<file path="src/rtl/wash_phase_ctrl.sv">
// Washing-machine phase sequencer: wash/rinse/dry with weight-scaled
// durations, pause/resume, remaining-time tracking and phase-end pulses.
module wash_phase_ctrl #(
  parameter int WASH_UNIT  = 3,
  parameter int RINSE_UNIT = 2,
  parameter int DRY_UNIT   = 1,
  parameter int TIME_W     = 8
) (
  input  logic              clk,
  input  logic              rst_n,
  input  logic              power,
  input  logic              start_pause,
  input  logic              sec_tick,
  input  logic [2:0]        mode,
  input  logic [2:0]        weight,
  output logic [2:0]        phase,
  output logic              running,
  output logic              paused,
  output logic              done,
  output logic [TIME_W-1:0] remain_time,
  output logic [2:0]        w_r_d_end
);

  typedef enum logic [2:0] {
    S_IDLE, S_WASH, S_RINSE, S_DRY, S_PAUSE, S_DONE
  } state_t;

  state_t state, nxt_state;
  state_t hold, nxt_hold;

  logic [TIME_W-1:0] cnt, nxt_cnt, nxt_remain;
  logic [2:0] mode_l, nxt_mode;
  logic [2:0] w_l, nxt_w;
  logic [2:0] nxt_end;
  logic [2:0] wn, first, nx_ph;
  logic [TIME_W-1:0] total;

  // Highest-priority enabled phase, order wash > rinse > dry.
  function automatic logic [2:0] pick(input logic [2:0] m);
    logic [2:0] p;
    p = 3'b000;
    if (m[2])      p = 3'b100;
    else if (m[1]) p = 3'b010;
    else if (m[0]) p = 3'b001;
    return p;
  endfunction

  function automatic logic [TIME_W-1:0] dur(
    input logic [2:0] p,
    input logic [2:0] w
  );
    logic [TIME_W-1:0] d;
    d = '0;
    unique case (1'b1)
      p[2]:    d = TIME_W'(w) * TIME_W'(WASH_UNIT);
      p[1]:    d = TIME_W'(w) * TIME_W'(RINSE_UNIT);
      p[0]:    d = TIME_W'(w) * TIME_W'(DRY_UNIT);
      default: d = '0;
    endcase
    return d;
  endfunction

  function automatic state_t st_of(input logic [2:0] p);
    state_t s;
    s = S_DONE;
    unique case (1'b1)
      p[2]:    s = S_WASH;
      p[1]:    s = S_RINSE;
      p[0]:    s = S_DRY;
      default: s = S_DONE;
    endcase
    return s;
  endfunction

  function automatic logic [2:0] oh_of(input state_t s);
    logic [2:0] p;
    p = 3'b000;
    unique case (s)
      S_WASH:  p = 3'b100;
      S_RINSE: p = 3'b010;
      S_DRY:   p = 3'b001;
      default: p = 3'b000;
    endcase
    return p;
  endfunction

  function automatic logic [2:0] later(input state_t s);
    logic [2:0] m;
    m = 3'b000;
    unique case (s)
      S_WASH:  m = 3'b011;
      S_RINSE: m = 3'b001;
      default: m = 3'b000;
    endcase
    return m;
  endfunction

  always_comb begin
    nxt_state  = state;
    nxt_hold   = hold;
    nxt_cnt    = cnt;
    nxt_remain = remain_time;
    nxt_mode   = mode_l;
    nxt_w      = w_l;
    nxt_end    = 3'b000;
    wn    = (weight == 3'd0) ? 3'd1 : weight;
    first = pick(mode);
    nx_ph = pick(mode_l & later(state));
    total = dur(mode & 3'b100, wn)
          + dur(mode & 3'b010, wn)
          + dur(mode & 3'b001, wn);
    if (!power) begin
      nxt_state  = S_IDLE;
      nxt_hold   = S_IDLE;
      nxt_cnt    = '0;
      nxt_remain = '0;
      nxt_mode   = 3'b000;
      nxt_w      = 3'b000;
    end else begin
      unique case (state)
        S_IDLE: begin
          if (start_pause && mode != 3'b000) begin
            nxt_mode   = mode;
            nxt_w      = wn;
            nxt_state  = st_of(first);
            nxt_cnt    = dur(first, wn);
            nxt_remain = total;
          end
        end
        S_WASH, S_RINSE, S_DRY: begin
          // Pause is checked first so a coincident tick is dropped.
          if (start_pause) begin
            nxt_state = S_PAUSE;
            nxt_hold  = state;
          end else if (sec_tick) begin
            nxt_remain = remain_time - 1'b1;
            if (cnt == TIME_W'(1)) begin
              nxt_end   = oh_of(state);
              nxt_state = st_of(nx_ph);
              nxt_cnt   = dur(nx_ph, w_l);
              if (nx_ph == 3'b000) nxt_remain = '0;
            end else begin
              nxt_cnt = cnt - 1'b1;
            end
          end
        end
        S_PAUSE: begin
          if (start_pause) nxt_state = hold;
        end
        S_DONE: begin
          if (start_pause) begin
            nxt_state = S_IDLE;
            nxt_mode  = 3'b000;
            nxt_w     = 3'b000;
          end
        end
        default: nxt_state = S_IDLE;
      endcase
    end
  end

  always_ff @(posedge clk or negedge rst_n) begin
    if (!rst_n) begin
      state       <= S_IDLE;
      hold        <= S_IDLE;
      cnt         <= '0;
      remain_time <= '0;
      mode_l      <= 3'b000;
      w_l         <= 3'b000;
      phase       <= 3'b000;
      running     <= 1'b0;
      paused      <= 1'b0;
      done        <= 1'b0;
      w_r_d_end   <= 3'b000;
    end else begin
      state       <= nxt_state;
      hold        <= nxt_hold;
      cnt         <= nxt_cnt;
      remain_time <= nxt_remain;
      mode_l      <= nxt_mode;
      w_l         <= nxt_w;
      phase       <= oh_of((nxt_state == S_PAUSE) ? nxt_hold : nxt_state);
      running     <= (nxt_state == S_WASH) || (nxt_state == S_RINSE)
                  || (nxt_state == S_DRY);
      paused      <= (nxt_state == S_PAUSE);
      done        <= (nxt_state == S_DONE);
      w_r_d_end   <= nxt_end;
    end
  end

endmodule
</file>
<file path="config.mk">
export PLATFORM = sky130hd
export DESIGN_NAME = wash_phase_ctrl
export DESIGN_NICKNAME = d
export VERILOG_FILES = /design/src/rtl/wash_phase_ctrl.sv
export SDC_FILE = /design/constraint.sdc
export NUM_CORES = 1
export LEC_CHECK = 0
export CORE_AREA = 5 5 73 75
export CTS_CLUSTER_DIAMETER = 80
export DETAILED_ROUTE_END_ITERATION = 16
export DIE_AREA = 0 0 78 80
export GPL_TIMING_DRIVEN = 0
export PLACE_DENSITY = 0.78
export SKIP_CTS_REPAIR_TIMING = 1
export SYNTH_ARGS = -nofsm -noshare
export SYNTH_HDL_FRONTEND = slang
export SYNTH_SLANG_ARGS = --single-unit
</file>
<file path="constraint.sdc">
create_clock -name clk -period 2.55 [get_ports clk]
set_input_delay 0.51 -clock clk [delete_from_list [all_inputs] [get_ports clk]]
set_output_delay 0.51 -clock clk [all_outputs]
set_load 0.005 [all_outputs]
</file>
---- Word-level counts from Yosys, hierarchy flattened ----
Cells that the tools add are included.
cells by class
  $add $sub $neg .......................... 4
  multipliers ............................. 2
  equal/unequal tests ..................... 20
  muxes and demuxes ....................... 54
  bitwise logic cells ..................... 1
  reductions and logical operators ........ 10
operator list
  cell                 count
  $mux 8               11
  $mux 3               26
  $pmux 3 s3           4
  $pmux 8 s2           2
  $pmux 5 s3           2
  $eq 3x2->1 const B   6
  $add 8x8->8          2
  $sub 8x1->8 const B  2
  $eq 3x3->1 const B   4
  $ne 3x3->1 const B   4
  $pmux 3 s2           2
  $pmux 3 s4           1
  $mul 3x2->5 const B  2
  $eq 3x1->1 const B   3
  $logic_not 3->1      3
  $eq 8x1->1 const B   1
  $ne 3x1->1 const B   2
  $mux 5               1
  $mux 4               1
  $pmux 2 s2           1
  $reduce_and 4->1     1
  $and 3x3->3          1
  $reduce_and 3->1     1
  $reduce_bool 3->1    1
  5 further kinds      7
storage, ports and cells
  register bits ........................... 37
  output and inout bits ................... 17
  logic and storage cells ................. 102

---- Depth between registers and ports, before layout ----
  depth after elaboration ................. 16
  depth in mapped cells ................... 13
  depth with buffers taken out ............ 12

---- Worst setup path before layout ----
OpenSTA, ideal clock, no wires.
  path type ............................... input-to-reg
  start ................................... in weight[1]
  end ..................................... reg remain_time[5]
  arrival ................................. 2.803 ns
  data required time ...................... 2.417 ns
  slack ................................... -0.387 ns
  cell stages on the path ................. 13
  cells stage by stage .................... clkbuf_1 > nand2b_1 > nand2b_1 > nand3b_1 > fa_1 > inv_1 > ha_1 > fa_1 > a21o_1 > a21oi_1 > nor2_1 > a31oi_1 > o21ai_0
on the way
  word-level cells in the longest chain between the ends .. 9
ends and longest elaborated chain
  what                    line  RTL
  start: declaration      15    input logic [2:0] weight,
  $logic_not 3->1         106   wn = (weight == 3'd0) ? 3'd1 : weight;
  $mux 3 *                106
  $mul 3x2->5             55    p[2]: d = TIME_W'(w) * TIME_W'(WASH_UNIT);
  $mux 5                  54    unique case (1'b1)
  $add 8x8->8             110   + dur(mode & 3'b010, wn)
  $add 8x8->8 *           111   + dur(mode & 3'b001, wn);
  $mux 8 *                122   if (start_pause && mode != 3'b000) begin
  $pmux 8 s2 *            120   unique case (state)
  $mux 8 *                112   if (!power) begin
  end signal: assignment  179   remain_time <= nxt_remain;
  end: declaration        20    output logic [TIME_W-1:0] remain_time,
Every way passes the cells marked *; elsewhere a longest branch is shown, timed or not. The select of a mux whose other input is x is not followed.
A chain may end at the register's enable or synchronous reset.

---- Final worst setup path ----
Ends and elaborated chain as after synthesis.

==> results.py <==
metrics = {
    "floorplan": {
        "initial_core_util": 0.544,
        "die_area_um2": 6240,
        "io_pins": 28,
        "die-height_um": 80,
        "core.rowCount": 25,
        "placeableCoreArea_um2": 4600,
        "chipWidth_um": 78,
    },
    "cells_and_area": {
        "finish.instance_area_um2": 3160,
        "area_of_combinational_cells_with_multiple_inputs_um2": 1590,
        "final_core_util": 0.688,
        "antenna_cells": 0,
        "post_route_cells_drive_above_1_share": 0.179,
        "area_growth_pct": 26.5,
        "area.sequential_um2": 901,
        "finalNetCount": 359,
        "fill_cells": 382,
    },
    "placed_design": {
        "detailed_place_hpwl_mm": 4.38,
        "dpl-instance-area_um2": 2890,
        "routabilityCongestion": 0.905,
        "buffer_ports.inserted": 25,
    },
    "synthesis": {
        "postSynth.topFlopCell": "dfrtp_1",
        "synth.top_cell.area_share": 0.360,
        "synth_warnings": 0,
        "synth.top_cells.by_area": "dfrtp_1 (36%), o21ai_0 (5.6%), nand2_1 (5.4%)",
        "synth_nets": 318,
        "synthDominantAreaCellType": "dfrtp_1",
        "synth.distinct_cells": 54,
        "synth_seq_cells": 36,
        "netlist_area_um2": 2500,
        "async_reset_ff_frac": 1.00,
        "synth-seq-area-share": 0.360,
        "synth_edf_count": 0,
        "post_synth.cell_area_avg_um2": 8.51,
        "synth_cells": 294,
    },
    "setup_path": {
        "arrival_ns": 2.79,
        "setup.worst_path.start_class": "input port",
        "critPathKind": "input port to flop",
        "reg2regPathDepth": 8,
        "critical_path.max_fanout": 5,
        "critical_path_required_ns": 2.72,
        "cpMaxStageDelayCell": "fa_1",
        "max_stage_delay_ns": 0.52,
        "cell_breakdown_of_the_critical_path": "clkbuf_16, and2_4, ha_4, nand2_4, fa_1, inv_2, fa_2, a21o_1, a21oi_2, nor2_1, a31oi_1, o21ai_1",
        "critical_path.endpoint_type": "flop",
    },
    "grt": {
        "grt_use_total": 0.203,
        "first_global_vias": 2261,
        "globalRoute.totalOverflow": 0,
        "first_pass_grt_wire_length_mm": 10.2,
        "antenna_violations_before_repair": 0,
        "pin_count_of_the_biggest_net_entering_global_routing": 37,
    },
    "route": {
        "iteration_0_drc_count_of_the_detailed_router": 98,
        "route.detailed.vias_per_inst": 5.96,
        "wl_mm": 6.11,
        "drtPass1Iterations": 5,
        "post-route-drc-count": 0,
        "ant_nets": 0,
        "wire_per_inst_um": 15.7,
        "via_count_of_the_routed_design": 2323,
    },
    "power": {
        "p_sw_w": 0.000603,
        "comb_power_share": 0.333,
        "internal_power_w": 0.00125,
        "power.density_cell_area_nw_per_um2": 585,
        "switching_share": 0.326,
        "max-vdd-ir-drop_mv": 0.385,
        "sequentialPowerShare": 0.367,
        "power.clock.fraction": 0.300,
        "cellLeakagePower_nw": 1.38,
    },
    "sta": {
        "final.setup.worst_slack_ns": -0.0732,
        "finalHoldViolCount": 0,
        "clock.fmax_mhz": 381,
        "period_minus_slack_ns": 2.62,
        "finalSetupViolations": 2,
        "maxSlewHeadroom": 0.464,
        "worst_pin_slew_ns": 0.795,
        "slew_viol_final": 0,
        "final_period_utilization": 1.03,
        "skew_ns": 0.00536,
        "rsz0062_at_grt": "true",
    },
    "clock_network": {
        "number_of_buffers_added_by_the_clock_tree_synthesis_step": 5,
        "clockRootBuffer": "clkbuf_8",
        "cts_sinks": 36,
        "max-clock-path-buffers": 2,
        "clock_insertion_delay_worst_skew_ns": 0.29,
        "h_tree_depth": 2,
        "tritoncts_clock_tree": "yes",
        "worst_setup_hold_path_clk_slew_ns": 0.07,
    },
    "status": {
        "status": "finished, violations left",
        "violations_in_the_final_reports": "negative setup slack",
    },
    "hold_path": {
        "worst_hold_path_type": "input port to async pin",
    },
    "flow_run": {
        "max-cap-violations": 0,
    },
}
-- through the flow --
step	TNS (ns)	std cells	hold WS (ns)	setup slack (ns)	power [W]
3_3_place_gp	-5.19	373	0.484	-0.912	0.00125
3_5_place_dp	-5.88	373	0.493	-0.899	0.00126
5_1_grt	-0.312	390	0.365	-0.160	0.00197
4_1_cts	-2.35	381	0.323	-0.611	0.00182
6_report	-0.109	390	0.295	-0.0732	0.00185
2_1_floorplan	-0.168	294	0.214	-0.124	0.00108
-- layout make-up --
type | count | area share
clock inverter | 1 | 0.00949
inverter | 16 | 0.0190
tap | 54 | 0.0214
timing repair buffer | 35 | 0.104
buffer | 15 | 0.0285
multi-input combinational | 226 | 0.503
sequential | 36 | 0.285
clock buffer | 7 | 0.0304
-- worst max-delay path: cells and delay by family --
kind                     cells  cell delay, ns
adder cells (fa/ha/maj)      3            1.18
AO/OA/AOI/OAI                4            0.62
AND/OR/NAND/NOR              3            0.28
buffers and inverters        2            0.18
-- kinds of logic after synthesis --
| logic type | after synthesis | share of synthesized area |
|---|---|---|
| simple gates | 113 | 0.245 |
| compound gates | 89 | 0.232 |
| flops | 36 | 0.360 |
| buf+inv | 32 | 0.0485 |
| fa+ha+maj | 13 | 0.0740 |
| xor+xnor | 8 | 0.0280 |
| mux | 3 | 0.0130 |
-- synthesized netlist by cell type, types with 4 or more instances --
cell type  count
xor2_1         5
nand2b_1       8
and3_1         4
nor3_1         8
nor2_1        17
o21ai_0       28
and2_1         7
nand2_1       36
o21a_1         7
ha_1          10
inv_1         16
o31ai_1        5
nand3_1        9
clkbuf_1      15
a21oi_1       19
a21o_1         4
dfrtp_1       36
a211oi_1       4
-- routing by layer --
layer  part of all wire  vias to the layer above  global-route usage  wire length (µm)
met5                  0                        -                   0                 0
li1                   -                     1125                   -                 -
met3              0.032                       18              0.0440               196
met2               0.49                       59               0.335              3010
met4              0.029                        0               0.101               175
met1               0.45                     1121               0.251              2730
-- power groups by stage --
stage               logic [W]  clock network [W]  registers, W
finish               0.000616           0.000555      0.000680
global route         0.000683           0.000600      0.000689
CTS                  0.000575           0.000563      0.000678
detailed placement   0.000568                  0      0.000688
global placement     0.000560                  0      0.000686
floorplan            0.000400                  0      0.000678
-- worst paths after layout --
check,endpoint,slack [ns],start
hold / removal,w_r_d_end[1],0.29,rst_n
setup reg to reg,phase[2],0.11,cnt[1]
setup / recovery,remain_time[5],-0.07,weight[1]
hold reg to reg,remain_time[7],0.51,remain_time[7]
max in group asynchronous,remain_time[1],1.75,rst_n
min in group clk,w_l[1],0.45,weight[1]
-- cell usage in the layout (no fill, tap or decap), drive strengths merged, types with 4 or more instances in the layout --
cell           instances
clkdlybuf4s50         20
xor2                   5
clkbuf                21
nand2                 36
nor2                  17
nor3                   8
buf                   14
ha                    10
or4                    4
o31ai                  6
a21o                   4
dfrtp                 36
a21oi                 21
and3                   4
nand3                  9
a211oi                 4
inv                   16
nand2b                 8
o21ai                 30
o21a                   7
and2                   7
-- flip-flops by register name, indices dropped and copies added (netlist names) --
name,flops
paused,1
cnt,8
w_l,3
mode_l,2
phase,3
done,1
state,3
remain_time,8
w_r_d_end,3
running,1
hold,3
Power figures use the tool's default switching activity.
